## config.mk

```make
export PLATFORM = sky130hd
export DESIGN_NAME = sevenseg_scan_decoder
export DESIGN_NICKNAME = d
export VERILOG_FILES = /design/src/rtl/sevenseg_pkg.sv /design/src/rtl/seg7_to_bcd.sv /design/src/rtl/sevenseg_scan_decoder.sv
export SDC_FILE = /design/constraint.sdc
export NUM_CORES = 1
export LEC_CHECK = 0
export ABC_AREA = 1
export CAP_MARGIN = 30
export CORE_MARGIN = 5
export CORE_UTILIZATION = 57
export DETAILED_ROUTE_END_ITERATION = 10
export PLACE_DENSITY = 0.8
export SYNTH_ARGS = -nofsm -noshare
export SYNTH_HDL_FRONTEND = slang
export SYNTH_SLANG_ARGS = --single-unit
```

## constraint.sdc

```tcl
create_clock -name clk -period 5 [get_ports clk]
set_input_delay 1 -clock clk [delete_from_list [all_inputs] [get_ports clk]]
set_output_delay 1 -clock clk [all_outputs]
set_load 0.01 [all_outputs]
```

## src/rtl/sevenseg_pkg.sv

```systemverilog
// sevenseg_pkg: shared constants and helpers for the seven-segment scan
// drivers and the scan decoder (active-low segment patterns gfedcba,
// active-low digit enables, decoder FSM state type, BCD-to-binary helper).
package sevenseg_pkg;

  // Active-low segment patterns, bit 0 = a ... bit 6 = g
  localparam logic [6:0] SEG_0 = 7'b1000000;
  localparam logic [6:0] SEG_1 = 7'b1111001;
  localparam logic [6:0] SEG_2 = 7'b0100100;
  localparam logic [6:0] SEG_3 = 7'b0110000;
  localparam logic [6:0] SEG_4 = 7'b0011001;
  localparam logic [6:0] SEG_5 = 7'b0010010;
  localparam logic [6:0] SEG_6 = 7'b0000010;
  localparam logic [6:0] SEG_7 = 7'b1111000;
  localparam logic [6:0] SEG_8 = 7'b0000000;
  localparam logic [6:0] SEG_9 = 7'b0010000;

  // Active-low digit enables
  localparam logic [3:0] AN_THOU = 4'b0111;
  localparam logic [3:0] AN_HUND = 4'b1011;
  localparam logic [3:0] AN_TENS = 4'b1101;
  localparam logic [3:0] AN_UNIT = 4'b1110;

  // Nibble reported for a pattern that is not a decimal digit
  localparam logic [3:0] BCD_INVALID = 4'hF;

  typedef enum logic {
    COLLECT = 1'b0,
    CONV    = 1'b1
  } state_t;

  // Four BCD digits to binary using only shifts and adds:
  // 1000 = 512+256+128+64+32+8, 100 = 64+32+4, 10 = 8+2.
  function automatic logic [13:0] bcd4_to_bin(input logic [15:0] d);
    logic [13:0] d3;
    logic [13:0] d2;
    logic [13:0] d1;
    logic [13:0] d0;
    d3 = {10'd0, d[15:12]};
    d2 = {10'd0, d[11:8]};
    d1 = {10'd0, d[7:4]};
    d0 = {10'd0, d[3:0]};
    return (d3 << 9) + (d3 << 8) + (d3 << 7) + (d3 << 6) + (d3 << 5) + (d3 << 3)
         + (d2 << 6) + (d2 << 5) + (d2 << 2)
         + (d1 << 3) + (d1 << 1)
         + d0;
  endfunction

endpackage

```

## src/rtl/seg7_to_bcd.sv

```systemverilog
// seg7_to_bcd: combinational decode of an active-low gfedcba pattern to a
// BCD nibble. Any pattern that is not one of the ten digits reports
// legal = 0 and nibble BCD_INVALID.
module seg7_to_bcd
  import sevenseg_pkg::*;
(
  input  logic [6:0] seg,
  output logic [3:0] bcd,
  output logic       legal
);

  // Pattern lookup; everything outside the ten digits is a code error
  always_comb begin
    bcd   = BCD_INVALID;
    legal = 1'b1;
    case (seg)
      SEG_0:   bcd = 4'd0;
      SEG_1:   bcd = 4'd1;
      SEG_2:   bcd = 4'd2;
      SEG_3:   bcd = 4'd3;
      SEG_4:   bcd = 4'd4;
      SEG_5:   bcd = 4'd5;
      SEG_6:   bcd = 4'd6;
      SEG_7:   bcd = 4'd7;
      SEG_8:   bcd = 4'd8;
      SEG_9:   bcd = 4'd9;
      default: legal = 1'b0;
    endcase
  end

endmodule

```

## src/rtl/sevenseg_scan_decoder.sv

```systemverilog
// sevenseg_scan_decoder: passive observer of a multiplexed active-low
// 4-digit seven-segment bus. Each {an, seg} pattern must be stable for
// STABLE_CYCLES samples to be accepted; four accepted slots form a frame
// that is published on digits/value with a one-cycle valid pulse.
//
// Handshake: valid is a one-cycle strobe with no ready; digits/value are
// updated on the same edge valid rises and hold until the next good frame.
//
// Optional macro SEGDEC_INPUT_SYNC_EN: when defined, an/seg pass through a
// 2-flop synchronizer (reset to all-ones) ahead of the stability filter,
// adding 2 cycles to every latency.
module sevenseg_scan_decoder
  import sevenseg_pkg::*;
#(
  parameter int unsigned STABLE_CYCLES = 16
) (
  input  logic        clk,
  input  logic        rst_n,
  input  logic [3:0]  an,
  input  logic [6:0]  seg,
  input  logic        err_clr,
  output logic [15:0] digits,
  output logic [13:0] value,
  output logic        valid,
  output logic        err,
  output state_t      dbg_state,
  output logic [3:0]  dbg_seen
);

  localparam logic [15:0] STABLE_W  = 16'(STABLE_CYCLES);
  localparam logic [15:0] STABLE_M1 = 16'(STABLE_CYCLES - 1);

  logic [3:0] an_s;
  logic [6:0] seg_s;

`ifdef SEGDEC_INPUT_SYNC_EN
  logic [10:0] sync_q1;
  logic [10:0] sync_q2;

  // Two-flop synchronizer for asynchronous bus sources
  always_ff @(posedge clk or negedge rst_n) begin
    if (!rst_n) begin
      sync_q1 <= '1;
      sync_q2 <= '1;
    end else begin
      sync_q1 <= {an, seg};
      sync_q2 <= sync_q1;
    end
  end

  assign {an_s, seg_s} = sync_q2;
`else
  assign an_s  = an;
  assign seg_s = seg;
`endif

  // ---------------------------------------------------------------
  // Stability filter
  // ---------------------------------------------------------------
  logic [10:0] prev_q;
  logic [15:0] run_q;
  logic        changed;
  logic        accept;

  assign changed = ({an_s, seg_s} != prev_q);
  // The edge that takes the run from STABLE-1 to STABLE is the one acceptance
  assign accept  = !changed && (run_q == STABLE_M1);

  // Previous sample and saturating run-length counter
  always_ff @(posedge clk or negedge rst_n) begin
    if (!rst_n) begin
      prev_q <= '1;
      run_q  <= '0;
    end else begin
      prev_q <= {an_s, seg_s};
      if (changed) begin
        run_q <= 16'd1;
      end else if (run_q != STABLE_W) begin
        run_q <= run_q + 16'd1;
      end
    end
  end

  // ---------------------------------------------------------------
  // Slot qualification and segment decode
  // ---------------------------------------------------------------
  logic       an_ok;
  logic [1:0] slot_idx;
  logic [3:0] slot_bit;
  logic [3:0] bcd;
  logic       legal;

  // Only the four one-hot-low enables name a slot; others are ignored
  always_comb begin
    an_ok    = 1'b1;
    slot_idx = 2'd0;
    case (an_s)
      AN_THOU: slot_idx = 2'd3;
      AN_HUND: slot_idx = 2'd2;
      AN_TENS: slot_idx = 2'd1;
      AN_UNIT: slot_idx = 2'd0;
      default: an_ok = 1'b0;
    endcase
  end

  assign slot_bit = an_ok ? (4'b0001 << slot_idx) : 4'b0000;

  seg7_to_bcd u_seg7_to_bcd (
    .seg   (seg_s),
    .bcd   (bcd),
    .legal (legal)
  );

  logic       acc_any;
  logic       acc_good;
  logic       acc_bad;
  logic [3:0] acc_mask;
  logic [3:0] seen_next;

  assign acc_any   = accept && an_ok;
  assign acc_good  = acc_any && legal;
  assign acc_bad   = acc_any && !legal;
  assign acc_mask  = acc_any ? slot_bit : 4'b0000;

  // ---------------------------------------------------------------
  // Frame FSM and registered outputs
  // ---------------------------------------------------------------
  state_t          state_q;
  logic [3:0]      seen_q;
  logic            frame_bad_q;
  logic [3:0][3:0] slots_q;

  assign seen_next = seen_q | acc_mask;

  // Collect slots into a frame, then publish it for one CONV cycle
  always_ff @(posedge clk or negedge rst_n) begin
    if (!rst_n) begin
      state_q     <= COLLECT;
      seen_q      <= '0;
      frame_bad_q <= 1'b0;
      slots_q     <= '0;
      digits      <= '0;
      value       <= '0;
      valid       <= 1'b0;
    end else begin
      valid <= 1'b0;
      if (acc_good) begin
        slots_q[slot_idx] <= bcd;
      end
      case (state_q)
        COLLECT: begin
          seen_q <= seen_next;
          if (acc_bad) begin
            frame_bad_q <= 1'b1;
          end
          if (seen_next == 4'b1111) begin
            state_q <= CONV;
          end
        end
        CONV: begin
          if (!frame_bad_q) begin
            digits <= slots_q;
            value  <= bcd4_to_bin(slots_q);
            valid  <= 1'b1;
          end
          // A slot accepted during CONV opens the next frame
          seen_q      <= acc_mask;
          frame_bad_q <= acc_bad;
          state_q     <= COLLECT;
        end
        default: begin
          state_q <= COLLECT;
        end
      endcase
    end
  end

  // Sticky code-error flag; a new error wins over a same-edge clear
  always_ff @(posedge clk or negedge rst_n) begin
    if (!rst_n) begin
      err <= 1'b0;
    end else if (acc_bad) begin
      err <= 1'b1;
    end else if (err_clr) begin
      err <= 1'b0;
    end
  end

  assign dbg_state = state_q;
  assign dbg_seen  = seen_q;

endmodule
```

* Word-level counts from Yosys, hierarchy flattened
Index checks and enable logic that the tools add are counted.
Word-level totals: output and inout port bits 37, register bits 81
Cells by class: bitwise gates (word level) 3, eq/ne operators 18, add/sub/neg operators 12, order comparisons 2, multiplexer cells 20, shifts and indexed selects 1, reduce and logical (&&, ||, !) cells 13
Operators by type and width (count):
- one-hot mux 4 bit (10 select lines) | 1
- two-way mux 16 bit | 2
- adder 14 x 10 -> 14 bit | 2
- adder 14 x 7 -> 14 bit | 2
- adder 14 x 9 -> 14 bit | 2
- equality test 7 x 5 -> 1 bit, second input constant | 3
- equality test 7 bit, second input constant | 3
- adder 16 x 1 -> 16 bit, second input constant | 1
- bitwise mux 16 bit | 1
- equality test 16 x 4 -> 1 bit, second input constant | 1
- equality test 4 bit, second input constant | 4
- inequality test 16 x 5 -> 1 bit, second input constant | 1
- adder 13 x 12 -> 14 bit | 1
- adder 14 x 11 -> 14 bit | 1
- adder 14 x 4 -> 14 bit | 1
- adder 14 x 5 -> 14 bit | 1
- adder 14 x 6 -> 14 bit | 1
- equality test 7 x 6 -> 1 bit, second input constant | 2
- two-way mux 4 bit | 3
- inequality test 11 bit | 1
- OR reduction 10 bit | 1
- demux 4 bit (select 2 bit) | 1
- two-way mux 1 bit | 8
- one-hot mux 4 bit (2 select lines) | 1
- 16 further kinds | 24

* Logic depth before layout (Yosys ltp)
Gate-level depths: netlist (run 1).
word-level depth 11, depth in mapped cells 19, depth with buffers taken out 19

* Hierarchy
Synthesis (run 1) repeated with hierarchy kept, for this count alone.
Second synthesis, totals: cells, all modules 583, area, all modules 4939.7 µm²
Modules (own cells, without submodules):
- sevenseg_scan_decoder | area an instance 4719.5 µm², times used 1, cells an instance 535
- seg7_to_bcd | area an instance 220.2 µm², times used 1, cells an instance 48

* Worst setup path after synthesis (run 1)
Ideal clock, no wire load.
path kind flip-flop to flip-flop, start point register slots_q[13] (netlist name), end point register value[11], path slack 1.478 ns, stages on the path, launching flop included 15, setup time 0.118 ns, path buffers 0, arrival 3.404 ns, cells stage by stage dfrtp_1 > inv_1 > fa_1 > inv_1 > fa_1 > inv_1 > fa_1 > inv_1 > ha_1 > a21o_1 > a21oi_1 > o21ai_0 > or2_2 > nand3_1 > nand2_1
On the way: cells in the longest elaborated chain, start to end 11
RTL lines:
- start: declaration | RTL line sevenseg_scan_decoder.sv:131 | logic [3:0][3:0] slots_q;
- start signal: assignment | RTL line sevenseg_scan_decoder.sv:141 | slots_q <= '0;
- start signal: indexed assignment | RTL line sevenseg_scan_decoder.sv:148 | slots_q[slot_idx] <= bcd;
- adder 13 x 12 -> 14 bit | RTL line sevenseg_pkg.sv:43 | return (d3 << 9) + (d3 << 8) + (d3 << 7) + (d3 << 6) + (d3 << 5) + (d3 << 3)
- adder 14 x 11 -> 14 bit | RTL line sevenseg_pkg.sv:43
- adder 14 x 10 -> 14 bit | RTL line sevenseg_pkg.sv:43
- adder 14 x 9 -> 14 bit | RTL line sevenseg_pkg.sv:43
- adder 14 x 7 -> 14 bit (*) | RTL line sevenseg_pkg.sv:43
- adder 14 x 10 -> 14 bit (*) | RTL line sevenseg_pkg.sv:44 | + (d2 << 6) + (d2 << 5) + (d2 << 2)
- adder 14 x 9 -> 14 bit (*) | RTL line sevenseg_pkg.sv:44
- adder 14 x 6 -> 14 bit (*) | RTL line sevenseg_pkg.sv:44
- adder 14 x 7 -> 14 bit (*) | RTL line sevenseg_pkg.sv:45 | + (d1 << 3) + (d1 << 1)
- adder 14 x 5 -> 14 bit (*) | RTL line sevenseg_pkg.sv:45
- adder 14 x 4 -> 14 bit (*) | RTL line sevenseg_pkg.sv:46 | + d0;
- end signal: assignment | RTL line sevenseg_scan_decoder.sv:163 | value <= bcd4_to_bin(slots_q);
- end: declaration | RTL line sevenseg_scan_decoder.sv:23 | output logic [13:0] value,
Mark *: on every way between the ends. The rest lies on a longest branch, timed or not. A chain may end at the register's enable or synchronous reset.

* Final worst setup path (run 1)
Same ends and word-level chain as after synthesis.

==> results.py, run 1 <==
metrics = {
    "clocking": {
        "cts_tree": "done",
        "cts_hold_buffers": 0,
        "cts_resized": 0,
        "cts_buffer_depth": 2,
        "cts.htree.levels": 3,
        "clk_latency_ns": 0.35,
        "clock_sinks": 80,
        "post_cts_buffers": 0,
        "numCtsBuffers": 9,
        "cts.clk_slew.worst_paths_ns": 0.09,
        "root_buffer": "clkbuf_8",
    },
    "logic_synthesis": {
        "synth_top_area_share_pct": 36.1,
        "synth-edff-count": 0,
        "async_flop_share_pct": 100,
        "avgSynthCellArea_sq_um": 8.51,
        "yosysTopAreaCell": "dfrtp_1",
        "synth_ff_type": "dfrtp_1",
        "netlist_area_sq_um": 4780,
        "synth.distinct_cells": 36,
        "synth_most_common_cell": "nand2_1",
        "syn_inst": 562,
        "synthTopCellsByArea": "dfrtp_1 (36%), nand2_1 (11%), fa_1 (10%)",
        "ys_warn_count": 0,
        "seq_area_frac_synth_pct": 42.2,
        "synthTopCellsByCount": "nand2_1 (146), inv_1 (94), dfrtp_1 (69), nor2_1 (33), o21ai_0 (32)",
        "ys_seq_elements": 80,
        "syn_nets": 626,
    },
    "sta": {
        "finalCriticalPeriod_ns": 3.72,
        "drv_slew": 0,
        "setup_violations": 0,
        "finalSetupTns_ns": 0,
        "relSlewSlack_pct": 56.4,
        "finalHoldViolCount": 0,
        "clock_skew_ns": 0.0134,
        "max_freq_mhz": 269,
        "fin_hold_ws_ns": 0.474,
        "fin_crit_sh_pct": 74.5,
        "fin_ws_ns": 1.28,
        "worstMarginPinSlew_ns": 0.653,
        "rsz0062_at_grt": "false",
    },
    "setup_path": {
        "crit_required_ns": 5.26,
        "worstSetupStartpoint": "slots_q[13]",
        "path_class": "flip-flop to flip-flop",
        "cp_top_family": "adder cells",
        "critical_path.max_fanout": 5,
        "rrSetupSlack_ns": 1.28,
        "arrival_ns": 3.98,
        "path_cells": "inv_1 > fa_1 > inv_1 > fa_1 > inv_1 > fa_1 > inv_1 > ha_1 > a21o_1 > a21oi_1 > o21ai_0 > or2_2 > nand3_1 > nand2_1",
        "start_kind": "flip-flop",
        "critPathMaxStageDelay_ns": 0.56,
        "timing.rr.end": "value[11]",
        "r2r_cells": 14,
        "cpMostUsedCell": "inv_1",
        "end_kind": "flip-flop",
        "path_buf_inv": 4,
        "worst_path_max_delay_cell": "fa_1",
        "rr_startpoint": "slots_q[13]",
    },
    "flow_run": {
        "maxCapViolations": 0,
    },
    "placed_design": {
        "post-place-ws_ns": 1.28,
        "portBuffers": 50,
        "dp_hpwl_um": 7580,
        "place_inst": 711,
        "place.gp.congestion": 0.928,
    },
    "layout": {
        "diodes": 0,
        "syn_to_final_growth_pct": 17.7,
        "fin_nets": 681,
        "drive_above_1_share_pct": 8.20,
        "fin_cells": 727,
        "fillCellCount": 663,
        "final_core_util_pct": 68.8,
    },
    "floorplan": {
        "die_h_um": 102,
        "ios": 51,
        "rows": 33,
        "initial_core_util_pct": 58.5,
        "coreArea_sq_um": 8180,
        "die_w_um": 102,
        "die_area_sq_um": 10300,
    },
    "route": {
        "wl_um": 9750,
        "drt_iter0_markers": 137,
        "drt-wirelength-per-cell_um": 13.4,
        "vias_per_cell": 5.09,
        "first_pass_iters": 4,
        "vias": 3698,
        "antenna_left": 0,
        "drc": 0,
    },
    "global_route": {
        "grt_use_total_pct": 20.5,
        "grt_max_degree": 61,
        "grt_pass1_wl_um": 16700,
        "grt_pass1_vias": 3611,
        "grt_antenna_before_repair": 0,
        "globalRoute.totalOverflow": 0,
    },
    "hold_path": {
        "worstHoldPathType": "flip-flop to flip-flop",
        "hold_path_end": "slots_q[11]",
        "holdPathStages": 2,
        "holdCritStartpoint": "slots_q[11]",
    },
    "pwr": {
        "leakagePower_nw": 2.90,
        "cellPowerDensity_nw_per_um2": 221,
        "ir_drop_mv": 0.175,
    },
    "status": {
        "outcome": "finished, final reports clean",
    },
}
cells by family after synthesis:
logic type | count (synthesis) | synth area share (%)
simple gates | 245 | 22.5
buf+inv | 110 | 9.06
flops | 80 | 42.2
compound gates | 68 | 7.59
fa+ha+maj | 50 | 17.0
xor+xnor | 9 | 1.65
worst max-delay path by stage:
stage               cells past startpoint         to  slack [ns]
CTS                                    14  value[11]        1.28
detailed placement                     14  value[11]        1.28
global route                           14  value[11]        1.04
floorplan                              14  value[11]        1.48
global placement                       14  value[11]        1.35
finish                                 14  value[11]        1.28
cell usage in the layout (no fill, tap or decap), types with 5 or more instances in the layout:
cell	Yosys	layout
a21oi_1	21	21
clkbuf_8	0	9
clkdlybuf4s50_1	0	49
dfrtp_1	69	69
dfstp_2	11	11
fa_1	25	25
ha_1	25	25
inv_1	94	94
inv_2	5	5
nand2_1	146	146
nand3_1	30	30
nand4_1	11	11
nor2_1	33	33
nor3_1	6	6
o21ai_0	32	32
o21ai_1	5	5
xnor2_1	7	7
cell type report:
cell class	instances	area (sq um)	area share, %
clock buffer	10	128	2.27
timing repair buffer	52	541	9.61
inverter	102	388	6.90
clock inverter	6	90.1	1.60
sequential	80	2020	35.8
multi-input combinational	372	2330	41.5
tap	105	131	2.34
metrics by stage:
step	power, mW	instance area, sq um
finish	1.24	5630
floorplan	0.692	4780
detailed placement	0.727	5410
global route	1.29	5630
global placement	0.722	5370
CTS	1.25	5630
flip-flops by register name, indices dropped and copies added (netlist names):
register / flops
digits: 16
run_q: 16
slots_q: 16
value: 13
prev_q: 11
dbg_seen: 4
dbg_state: 1
err: 1
frame_bad_q: 1
valid: 1
per-layer routing:
metal  global-route usage (%)  routed length, um  share of wire (%)  up-vias
met4                     7.06                143                1.5        0
met3                     3.17                427                4.4       11
met1                     27.4               4450                 46     1728
met2                     34.2               4730                 48       91
li1                         -                  -                  -     1868
met5                        0                  0                  0        -
where the power goes:
group,total [mW],switching [mW],internal (mW)
Sequential,0.657,0.00214,0.655
Combinational,0.0565,0.0361,0.0203
Clock,0.531,0.246,0.284
Total,1.24,0.285,0.959
tightest hold or removal path: stages, from the launching register on:
cell and delay [ns]:
dfrtp_1 0.35, nand2_1 0.05, nand2_1 0.05
(Power assumes the default switching activity.)
==> run 2, diff against run 1 <==
- clock period: 5 -> 3.8 ns (I/O delays scaled with it)
==> run 2 against run 1 <==
Effect of this change:
- hold slack lost 0.21 ns
- sequential power grew 32%
- count of clock-buffer cells in the layout grew 1
- clock skew shrank 0.0056 ns
- largest cell class unchanged
==> results.py, run 2 (synthesis results as in run 1) <==
metrics = {
    "status": {
        "outcome": "finished, final reports clean",
    },
    "clocking": {
        "cts_tree": "done",
        "clock_sinks": 80,
        "cts_buffer_depth": 2,
        "root_buffer": "clkbuf_8",
        "cts.htree.levels": 3,
        "numCtsBuffers": 9,
        "clk_latency_ns": 0.35,
        "cts.clk_slew.worst_paths_ns": 0.08,
    },
    "layout": {
        "fin_cells": 729,
        "fin_nets": 683,
        "multiInputGateArea_sq_um": 2340,
        "final_cell_mix": "nand2_1 (146), inv_1 (91), dfrtp_1 (69)",
        "regArea_sq_um": 2020,
        "final_core_util_pct": 68.8,
        "diodes": 0,
        "fin_area_sq_um": 5620,
        "fillCellCount": 652,
        "syn_to_final_growth_pct": 17.6,
        "final_common_cell": "nand2_1",
        "top_regs": "digits (16), run_q (16), slots_q (16)",
        "drive_above_1_share_pct": 9.13,
    },
    "floorplan": {
        "die_area_sq_um": 10300,
        "initial_core_util_pct": 58.5,
        "rows": 33,
        "die_h_um": 102,
        "ios": 51,
        "die_w_um": 102,
        "coreArea_sq_um": 8180,
    },
    "placed_design": {
        "place.gp.congestion": 0.871,
        "place_inst": 711,
        "portBuffers": 50,
        "dp_hpwl_um": 7240,
        "post-place-ws_ns": 0.188,
        "placed_cell_area_sq_um": 5380,
    },
    "sta": {
        "fin_ws_ns": 0.247,
        "fin_hold_ws_ns": 0.264,
        "clock_skew_ns": 0.00781,
        "worstMarginPinSlew_ns": 0.738,
        "max_freq_mhz": 281,
        "drv_slew": 0,
        "rsz0062_at_grt": "false",
        "finalSetupTns_ns": 0,
        "relSlewSlack_pct": 50.7,
        "finalHoldViolCount": 0,
        "setup_violations": 0,
        "fin_crit_sh_pct": 93.5,
        "finalCriticalPeriod_ns": 3.55,
    },
    "route": {
        "wl_um": 9820,
        "wl_met3_um": 476,
        "route.met2.wl_um": 4610,
        "wl_met1_um": 4530,
        "vias_per_cell": 5.09,
        "drt_iter0_markers": 203,
        "top_layer_used": "met4",
        "drt-wirelength-per-cell_um": 13.5,
        "vias": 3707,
        "antenna_left": 0,
        "drc": 0,
        "first_pass_iters": 5,
    },
    "pwr": {
        "p_int_mw": 1.21,
        "total_power_mw": 1.58,
        "ir_drop_mv": 0.241,
        "combPwrFrac_pct": 4.7,
        "p_seq_share_pct": 54.6,
        "leakagePower_nw": 2.90,
        "clockPowerShare_pct": 40.7,
        "sw_frac_of_total_pct": 23.3,
        "cellPowerDensity_nw_per_um2": 282,
        "switchingPower_mw": 0.369,
    },
    "global_route": {
        "grt_max_degree": 81,
        "grt_antenna_before_repair": 0,
        "grt_pass1_wl_um": 16700,
        "grt_pass1_vias": 3627,
        "globalRoute.totalOverflow": 0,
        "grt_use_total_pct": 20.6,
    },
    "setup_path": {
        "worstSetupStartpoint": "slots_q[14]",
        "critical_path.max_fanout": 6,
        "start_kind": "flip-flop",
        "crit_required_ns": 4.05,
        "end_kind": "flip-flop",
        "arrival_ns": 3.80,
        "path_class": "flip-flop to flip-flop",
        "rr_startpoint": "slots_q[14]",
    },
    "flow_run": {
        "maxCapViolations": 0,
    },
    "hold_path": {
        "worstHoldPathType": "primary input to asynchronous set/reset pin",
    },
}
-- run 2: cell count changes in the layout (fill, tap and decap cells not counted), sizes merged --
cell and change:
buf +2, bufinv -1, clkbuf +1, clkinv -1, clkinvlp +1
-- run 2: power groups by stage --
stage	Clock (mW)	Combinational [mW]	Sequential (mW)
global placement	0	0.0696	0.880
finish	0.644	0.0751	0.864
CTS	0.664	0.0722	0.864
global route	0.699	0.0849	0.865
detailed placement	0	0.0722	0.881
floorplan	0	0.0299	0.880
-- run 2: critical path: stages, from the launching register on --
cell and delay [ns]:
dfrtp_1 0.44, inv_1 0.14, fa_1 0.52, inv_1 0.07, fa_1 0.53, inv_1 0.05, fa_1 0.49, inv_1 0.05
ha_1 0.33, a21o_1 0.18, a21oi_2 0.15, o21ai_0 0.11, or2_2 0.28, nand3_1 0.06, nand2_1 0.05
-- run 2: timing repair --
action                     CTS  global route
setup endpoints to repair    0             4
setup buffers                0             1
gates resized for setup      0             5
hold buffers                 0             0
-- run 2: worst paths after layout --
path	to	slack, ns	cells after the start
worst min-delay path	run_q[9]	0.26	1
max in group asynchronous	prev_q[0]	2.91	2
worst max register to register	value[11]	0.25	14
worst min register to register	value[3]	0.47	2
worst max-delay path	value[11]	0.25	14
min in group clk	value[3]	0.47	2
-- run 2: routing by layer --
| layer | track usage, % | up-vias |
|---|---|---|
| met3 | 3.24 | 15 |
| met5 | 0 | - |
| met2 | 33.6 | 99 |
| li1 | - | 1871 |
| met1 | 27.8 | 1722 |
| met4 | 7.98 | 0 |
-- run 2: layout make-up --
class                      instances  area share, %
multi-input combinational        372           41.5
tap                              105           2.34
clock buffer                      11           2.51
clock inverter                     5           1.11
inverter                         102           6.90
timing repair buffer              54           9.75
sequential                        80           35.8
==> run 3, diff against run 2 <==
- CAP_MARGIN: 30 -> 20
==> results of run 3 <==
The final DEF is identical to that of run 2; final timing and power are the same.
